[config.mk]
export PLATFORM = sky130hd
export DESIGN_NAME = mic_volume_level
export DESIGN_NICKNAME = d
export VERILOG_FILES = /design/src/rtl/mic_volume_level.sv
export SDC_FILE = /design/constraint.sdc
export NUM_CORES = 1
export LEC_CHECK = 0
export ABC_AREA = 0
export BUFFER_PORTS_ARGS = -buffer_cell sky130_fd_sc_hd__buf_2
export CORE_MARGIN = 2
export CORE_UTILIZATION = 49
export CTS_BUF_LIST = sky130_fd_sc_hd__clkbuf_4
export CTS_CLUSTER_SIZE = 14
export DETAILED_ROUTE_END_ITERATION = 8
export PLACE_DENSITY = 0.74
export SYNTH_ARGS = -nofsm -noshare
export SYNTH_HDL_FRONTEND = slang
export SYNTH_SLANG_ARGS = --single-unit
[constraint.sdc]
create_clock -name clock -period 12.69 [get_ports clock]
set_input_delay 1.269 -clock clock [delete_from_list [all_inputs] [get_ports clock]]
set_output_delay 1.269 -clock clock [all_outputs]
set_load 0.01 [all_outputs]
[src/rtl/mic_volume_level.sv]
// Windowed peak detector for the sound bar: tracks the max mic sample per window,
// then publishes a 0..16 level (binary and thermometer) with one-step-per-window decay.
module mic_volume_level #(
   parameter int WINDOW     = 4000,
   parameter int BASELINE   = 2048,
   parameter int STEP_SHIFT = 7,
   parameter int DECAY_EN   = 1
) (
   input  logic        clock,
   input  logic        reset_n,
   input  logic        sample_valid,
   input  logic [11:0] mic_in,
   output logic [15:0] level,
   output logic [4:0]  level_num,
   output logic [11:0] peak,
   output logic        level_valid
);

   localparam int DATA_W = 12;
   localparam int CNT_W  = $clog2(WINDOW + 1);
   localparam logic [CNT_W-1:0]  CNT_LAST = CNT_W'(WINDOW - 1);
   localparam logic [DATA_W-1:0] BASE     = DATA_W'(BASELINE);

   // Map a peak to a bar level; anything at or below the DC midpoint is silence.
   function automatic logic [4:0] level_target(input logic [DATA_W-1:0] pk);
      logic [DATA_W-1:0] excess;
      logic [DATA_W-1:0] steps;
      excess = (pk > BASE) ? pk - BASE : '0;
      steps  = excess >> STEP_SHIFT;
      if (excess == '0)
         return 5'd0;
      else if (steps >= DATA_W'(15))
         return 5'd16;
      else
         return 5'(steps) + 5'd1;
   endfunction

   function automatic logic [15:0] thermo(input logic [4:0] n);
      logic [16:0] t;
      t = (17'd1 << n) - 17'd1;
      return t[15:0];
   endfunction

   logic [CNT_W-1:0]  cnt_p0;
   logic [DATA_W-1:0] run_max_p0;
   logic [DATA_W-1:0] peak_p0;
   logic              vld_p0;
   logic [DATA_W-1:0] sample_max;
   logic [4:0]        target;
   logic [4:0]        next_num;

   always_comb begin
      sample_max = (mic_in > run_max_p0) ? mic_in : run_max_p0;
      target     = level_target(peak_p0);
      next_num   = target;
      if (target < level_num && DECAY_EN != 0)
         next_num = level_num - 5'd1;
   end

   // Stage p0: accumulate the running max; the closing sample folds into the captured peak
   always_ff @(posedge clock or negedge reset_n) begin
      if (!reset_n) begin
         cnt_p0     <= '0;
         run_max_p0 <= '0;
         peak_p0    <= '0;
         vld_p0     <= 1'b0;
      end else begin
         vld_p0 <= 1'b0;
         if (sample_valid) begin
            if (cnt_p0 == CNT_LAST) begin
               cnt_p0     <= '0;
               run_max_p0 <= '0;
               peak_p0    <= sample_max;
               vld_p0     <= 1'b1;
            end else begin
               cnt_p0     <= cnt_p0 + CNT_W'(1);
               run_max_p0 <= sample_max;
            end
         end
      end
   end

   // Stage p1: level update, all outputs change together with the valid pulse
   always_ff @(posedge clock or negedge reset_n) begin
      if (!reset_n) begin
         level       <= '0;
         level_num   <= '0;
         peak        <= '0;
         level_valid <= 1'b0;
      end else begin
         level_valid <= vld_p0;
         if (vld_p0) begin
            level_num <= next_num;
            level     <= thermo(next_num);
            peak      <= peak_p0;
         end
      end
   end

endmodule

# == Yosys cells after proc, flatten, opt, wreduce, memory -nomap -nowiden ==
# Cells that the tools add are included.
# op_classes
muxes,9
n_div,0
n_addsub,5
n_mul,0
n_bitwise,0
shifts,1
order_cmp,4
n_reduce_logical,2
eq_ne,1
# op_table
cell,n
2-to-1 mux 12 bit,4
left shift 1 x 5 -> 16 bit (first input constant),1
subtractor 16 x 1 -> 16 bit (second input constant),1
2-to-1 mux 5 bit,3
adder 12 x 1 -> 12 bit (second input constant),1
== test 12 bit (second input constant),1
greater-than comparator 12 bit,1
greater-than comparator 12 bit (second input constant),1
logical NOT 12 bit,1
subtractor 12 bit (second input constant),1
adder 5 x 1 -> 5 bit (second input constant),1
>= comparator 5 x 4 -> 1 bit (second input constant),1
less-than comparator 5 bit,1
subtractor 5 x 1 -> 5 bit (second input constant),1
2-to-1 mux 1 bit,2
AND reduction 2 bit,1
# totals
latch_bits,0
reg_bits,71
ramBits,0
inputBits,15
out_inout_bits,34
n_memories,0
romBits,0

# == Depth between registers and ports, before layout ==
# depth
ltp_word,9
depth_mapped,20
ltp_nobuf,19

# == Worst setup path before layout ==
# OpenSTA, ideal clock, no wires.
# synth_path
path_type,reg2reg
from,reg peak_p0[11]
to,reg level[8]
setup_slack_ns,8.236
setup_time_ns,0.082
path_stages_with_launch,19
arrival_ns,4.372
t_required_ns,12.608
path_cell_list,dfrtp_1 > buf_2 > and2_1 > ha_1 > and4_1 > ha_1 > or3b_2 > mux2i_2 > ha_1 > a21o_1 > a21oi_2 > a41oi_2 > a211oi_4 > and2_1 > nand2_1 > ha_1 > o211a_2 > or3_1 > a31oi_1
# synth_between
elab_chain_cells,9
elab_cells_between_ends,12
cone_classes,3 x add/sub; 3 x order compare; 1 x shift; 4 x mux; 1 x reduce/logical
# synth_lines
item,line_no,text
start: declaration,46,logic [DATA_W-1:0] peak_p0;
start signal: assignment,73,peak_p0 <= sample_max;
subtractor 12 bit or greater-than comparator 12 bit (tied branches),28,excess = (pk > BASE) ? pk - BASE : '0;
2-to-1 mux 12 bit (*),28,
adder 5 x 1 -> 5 bit or >= comparator 5 x 4 -> 1 bit (tied branches),"35, 32",
2-to-1 mux 5 bit,32,else if (steps >= DATA_W'(15))
2-to-1 mux 5 bit (*),30,if (excess == '0)
less-than comparator 5 bit,56,if (target < level_num && DECAY_EN != 0)
2-to-1 mux 5 bit (*),56,
left shift 1 x 5 -> 16 bit (*),40,t = (17'd1 << n) - 17'd1;
subtractor 16 x 1 -> 16 bit (*),40,
end signal: assignment,94,level <= thermo(next_num);
end: declaration,13,"output logic [15:0] level,"
# Mark *: on every way between the ends. The rest lies on a longest branch, timed or not.
# A chain may end at the register's enable or synchronous reset.

# == Worst setup path in the final report ==
# Ends and elaborated chain as after synthesis.

==> results by group <==
Timing
  – Achievable frequency: 201.9 MHz
  – Minimum setup slack in the final design: 7737 ps
  – Summed negative setup slack over all endpoints: 0 ps
  – Final worst path period need: 4953 ps
  – Fin crit share: 39.03%
  – Number of setup violations in the final report: 0
  – Max-slew headroom at the worst pin: 24.25%
  – Count of pins over their slew limit: 0
  – Clock skew after layout: 16.02 ps
  – Final number of hold-violating endpoints: 0
  – Setup repair after global routing missed its margin: false
  – Transition time at the pin with the least slew margin: 1131 ps
  – Worst hold margin: 482.3 ps

Critical path
  – Buf/Inv on CP: 0
  – R2R cell count: 17
  – Maximum fanout encountered on the critical timing path: 13
  – Worst setup EP type: register
  – Origin of the worst setup path: peak_p0[11]$_DFFE_PN0P_
  – Kind of cell with the highest combined delay on the critical path: simple AND/OR/NAND/NOR gates
  – CP most frequent cell: sky130_fd_sc_hd__ha_1
  – Largest stage delay, worst path: 500 ps
  – FF-to-FF End: level[8]$_DFFE_PN0P_
  – CP cell instances: and2_1 -> ha_1 -> and4_1 -> ha_1 -> or3b_2 -> mux2i_2 -> ha_1 -> a21o_1 -> a21oi_2 -> a41oi_2 -> a211oi_4 -> and2_1 -> nand2_1 -> ha_1 -> o211a_2 -> or3_1 -> a31oi_1
  – Critical path's slowest cell: sky130_fd_sc_hd__dfrtp_1
  – Path type of the worst setup path: register to register
  – Worst EP required: 13030 ps
  – Worst endpoint data arrival time: 5290 ps
  – Startpoint of the lowest-slack register-to-register path: peak_p0[11]$_DFFE_PN0P_
  – Minimum setup slack among reg-to-reg paths: 7740 ps
  – Type of element launching the critical path: register

Clock network
  – Longest Clk Path Bufs: 2
  – Post-CTS setup buffers: 0
  – Clock Sinks: 71
  – Clock-pin slew of the registers on the worst-case setup and hold paths: 120 ps
  – Post_cts resized: 0
  – Number of hold buffers added after cts: 0
  – Clock root buffer: sky130_fd_sc_hd__clkbuf_4
  – CTS H-tree depth: 3
  – TritonCTS clock tree: built
  – Clock latency reported for the late side of the worst-skew pair: 410 ps
  – Inserted Clock Buffers: 9

Yosys
  – Most instantiated flip-flop cell in the synthesis netlist: sky130_fd_sc_hd__dfrtp_1
  – Area share of the largest cell type after synthesis: 41.89%
  – Number of flops mapped to enable cells by yosys: 0
  – Syn. warnings: 0
  – Synth top area cells: sky130_fd_sc_hd__dfrtp_1, sky130_fd_sc_hd__ha_1, sky130_fd_sc_hd__nand2_1
  – Cell area after synthesis: 4242 µm²
  – Netlist cell types: 63
  – Seq/Total Area, Yosys: 41.89%
  – Dominant cell type by area after synthesis: sky130_fd_sc_hd__dfrtp_1
  – Cells after Synth: 446
  – Avg Synthesized Cell Area: 9.510 µm²
  – Mapped Nets: 481
  – Proportion of register bits with asynchronous set or reset after synthesis: 100.0%
  – Flip-flop and latch count after synthesis: 71

Route
  – Routed len/inst: 16.02 µm
  – Vias: 3517
  – Via count normalized by instance count: 5.921
  – Count of unresolved DRC violations after routing: 0
  – Final Routed Wirelength: 9.517 mm
  – First-pass detailed-route iteration total: 5
  – DRT iter0 DRCs: 182
  – Antenna violation net count after detailed routing: 0

Layout
  – Most common cell after layout, fill and taps aside: sky130_fd_sc_hd__dfrtp_1
  – Layout Utilization: 55.90%
  – Final standard cell count with taps included and fillers excluded: 594
  – Diode insertion count for antenna repair: 0
  – Final net count: 519
  – Post-layout instance area: 4639 µm²
  – Top library cells by usage in the layout, fill and taps aside: sky130_fd_sc_hd__dfrtp_1, sky130_fd_sc_hd__buf_2, sky130_fd_sc_hd__nand2_1
  – P&R area growth vs syn: 9.381%
  – Fillcell total: 730
  – Share of post-route cells with drive strength above 1: 19.43%

Floorplanning
  – Vertical extent of the die: 97.04 µm
  – Starting utilization of the core area: 51.11%
  – IO Pins: 49
  – Core area: 8299 µm²
  – Cell Rows: 33
  – Die area: 9417 µm²
  – Horizontal extent of the die: 97.04 µm

Power
  – Leakage power: 2.089 nW
  – Sequential Power Share: 53.1%
  – Comb power frac: 23.1%
  – Power density cells: 110.9 nW/µm²
  – Design Power: 0.5147 mW
  – Switching share of power: 33.31%
  – Internal Power: 0.3432 mW
  – Net Switching: 0.1714 mW
  – Worst IR Drop VDD: 0.09480 mV
  – Clock group share of total power: 23.8%

Hold path
  – Min-Delay Path Depth: 1
  – Hold path startpoint: cnt_p0[4]$_DFFE_PN0P_
  – Endpoint of the worst hold path: cnt_p0[4]$_DFFE_PN0P_
  – Worst Hold Class: register to register

Global route
  – Initial antenna violation count: 0
  – Wire length of the first global-routing pass: 16.07 mm
  – Number of global-route vias before repair: 3338
  – Combined global-route utilization of all metal layers: 20.66%
  – Maximum number of pins on one net before global-route repair: 72
  – Final global-route overflow total: 0

Placed design
  – Post-placement setup slack: 7837 ps
  – Count of placed standard cells including taps: 578
  – Port-buffer cells: 48
  – Placed cell areas: 4527 µm²
  – Weighted congestion at the end of routability-driven global placement: 0.9536
  – Post-DP HPWL: 6.824 mm

Outcome
  – Status: completed

Job
  – Max-capacitance violation count: 0
synthesized netlist by cell type, types with 6 or more instances:
library cell,number
sky130_fd_sc_hd__a31oi_1,8
sky130_fd_sc_hd__a32o_1,12
sky130_fd_sc_hd__nor2_1,26
sky130_fd_sc_hd__nand4_1,19
sky130_fd_sc_hd__xnor2_1,8
sky130_fd_sc_hd__mux2_2,14
sky130_fd_sc_hd__ha_1,20
sky130_fd_sc_hd__o211ai_1,20
sky130_fd_sc_hd__clkbuf_1,16
sky130_fd_sc_hd__o21ai_0,17
sky130_fd_sc_hd__dfrtp_1,71
sky130_fd_sc_hd__and2_1,9
sky130_fd_sc_hd__nor2b_1,6
sky130_fd_sc_hd__nor3_1,9
sky130_fd_sc_hd__nand3_1,14
sky130_fd_sc_hd__a21oi_1,13
sky130_fd_sc_hd__inv_1,32
sky130_fd_sc_hd__nand2_1,45
registers in the layout (all words and copies together) (netlist names):
register / count
cnt_p0: 12
peak_p0: 12
vld_p0: 1
level_valid: 1
level_num: 5
run_max_p0: 12
level: 16
peak: 12
worst max-delay path by stage:
stage	cells after the start	slack [ps]	end
after CTS	17	7780	level[8]$_DFFE_PN0P_
after detailed placement	17	7840	level[8]$_DFFE_PN0P_
after global placement	17	8010	level[8]$_DFFE_PN0P_
final	17	7740	level[8]$_DFFE_PN0P_
after floorplan	18	8240	level[8]$_DFFE_PN0P_
after global routing	17	7400	level[8]$_DFFE_PN0P_
routing by layer:
layer,up-vias,part of all wire [%],track usage (%)
met4,0,1.6,5.742
met1,1693,44,27.21
met5,-,0,0
met3,13,5.4,4.191
met2,112,49,34.67
li1,1699,-,-
kinds of logic after synthesis:
logic type | synth area share [%]
flops | 41.89
buf+inv | 5.398
other cells | 0.08841
compound gates | 18.14
simple gates | 20.41
xor+xnor | 2.684
mux | 5.487
fa+ha+maj | 5.900
power by group through the flow:
stage	combinational, mW	sequential [mW]	clock [mW]
after floorplan	0.0894	0.272	0
after global placement	0.113	0.276	0
after detailed placement	0.118	0.277	0
after CTS	0.119	0.273	0.126
after global routing	0.132	0.276	0.138
final	0.119	0.273	0.122
final cells by class:
class / count / area [µm²] / share of cell area [%]
inverter: 32 / 120.1 / 2.589
clock inverter: 6 / 37.54 / 0.8091
sequential: 71 / 1777 / 38.30
timing repair buffer: 51 / 262.8 / 5.663
tap: 105 / 131.4 / 2.832
clock buffer: 10 / 75.07 / 1.618
multi-input combinational: 319 / 2236 / 48.19
Note: power is estimated with default switching activity, not from simulation.
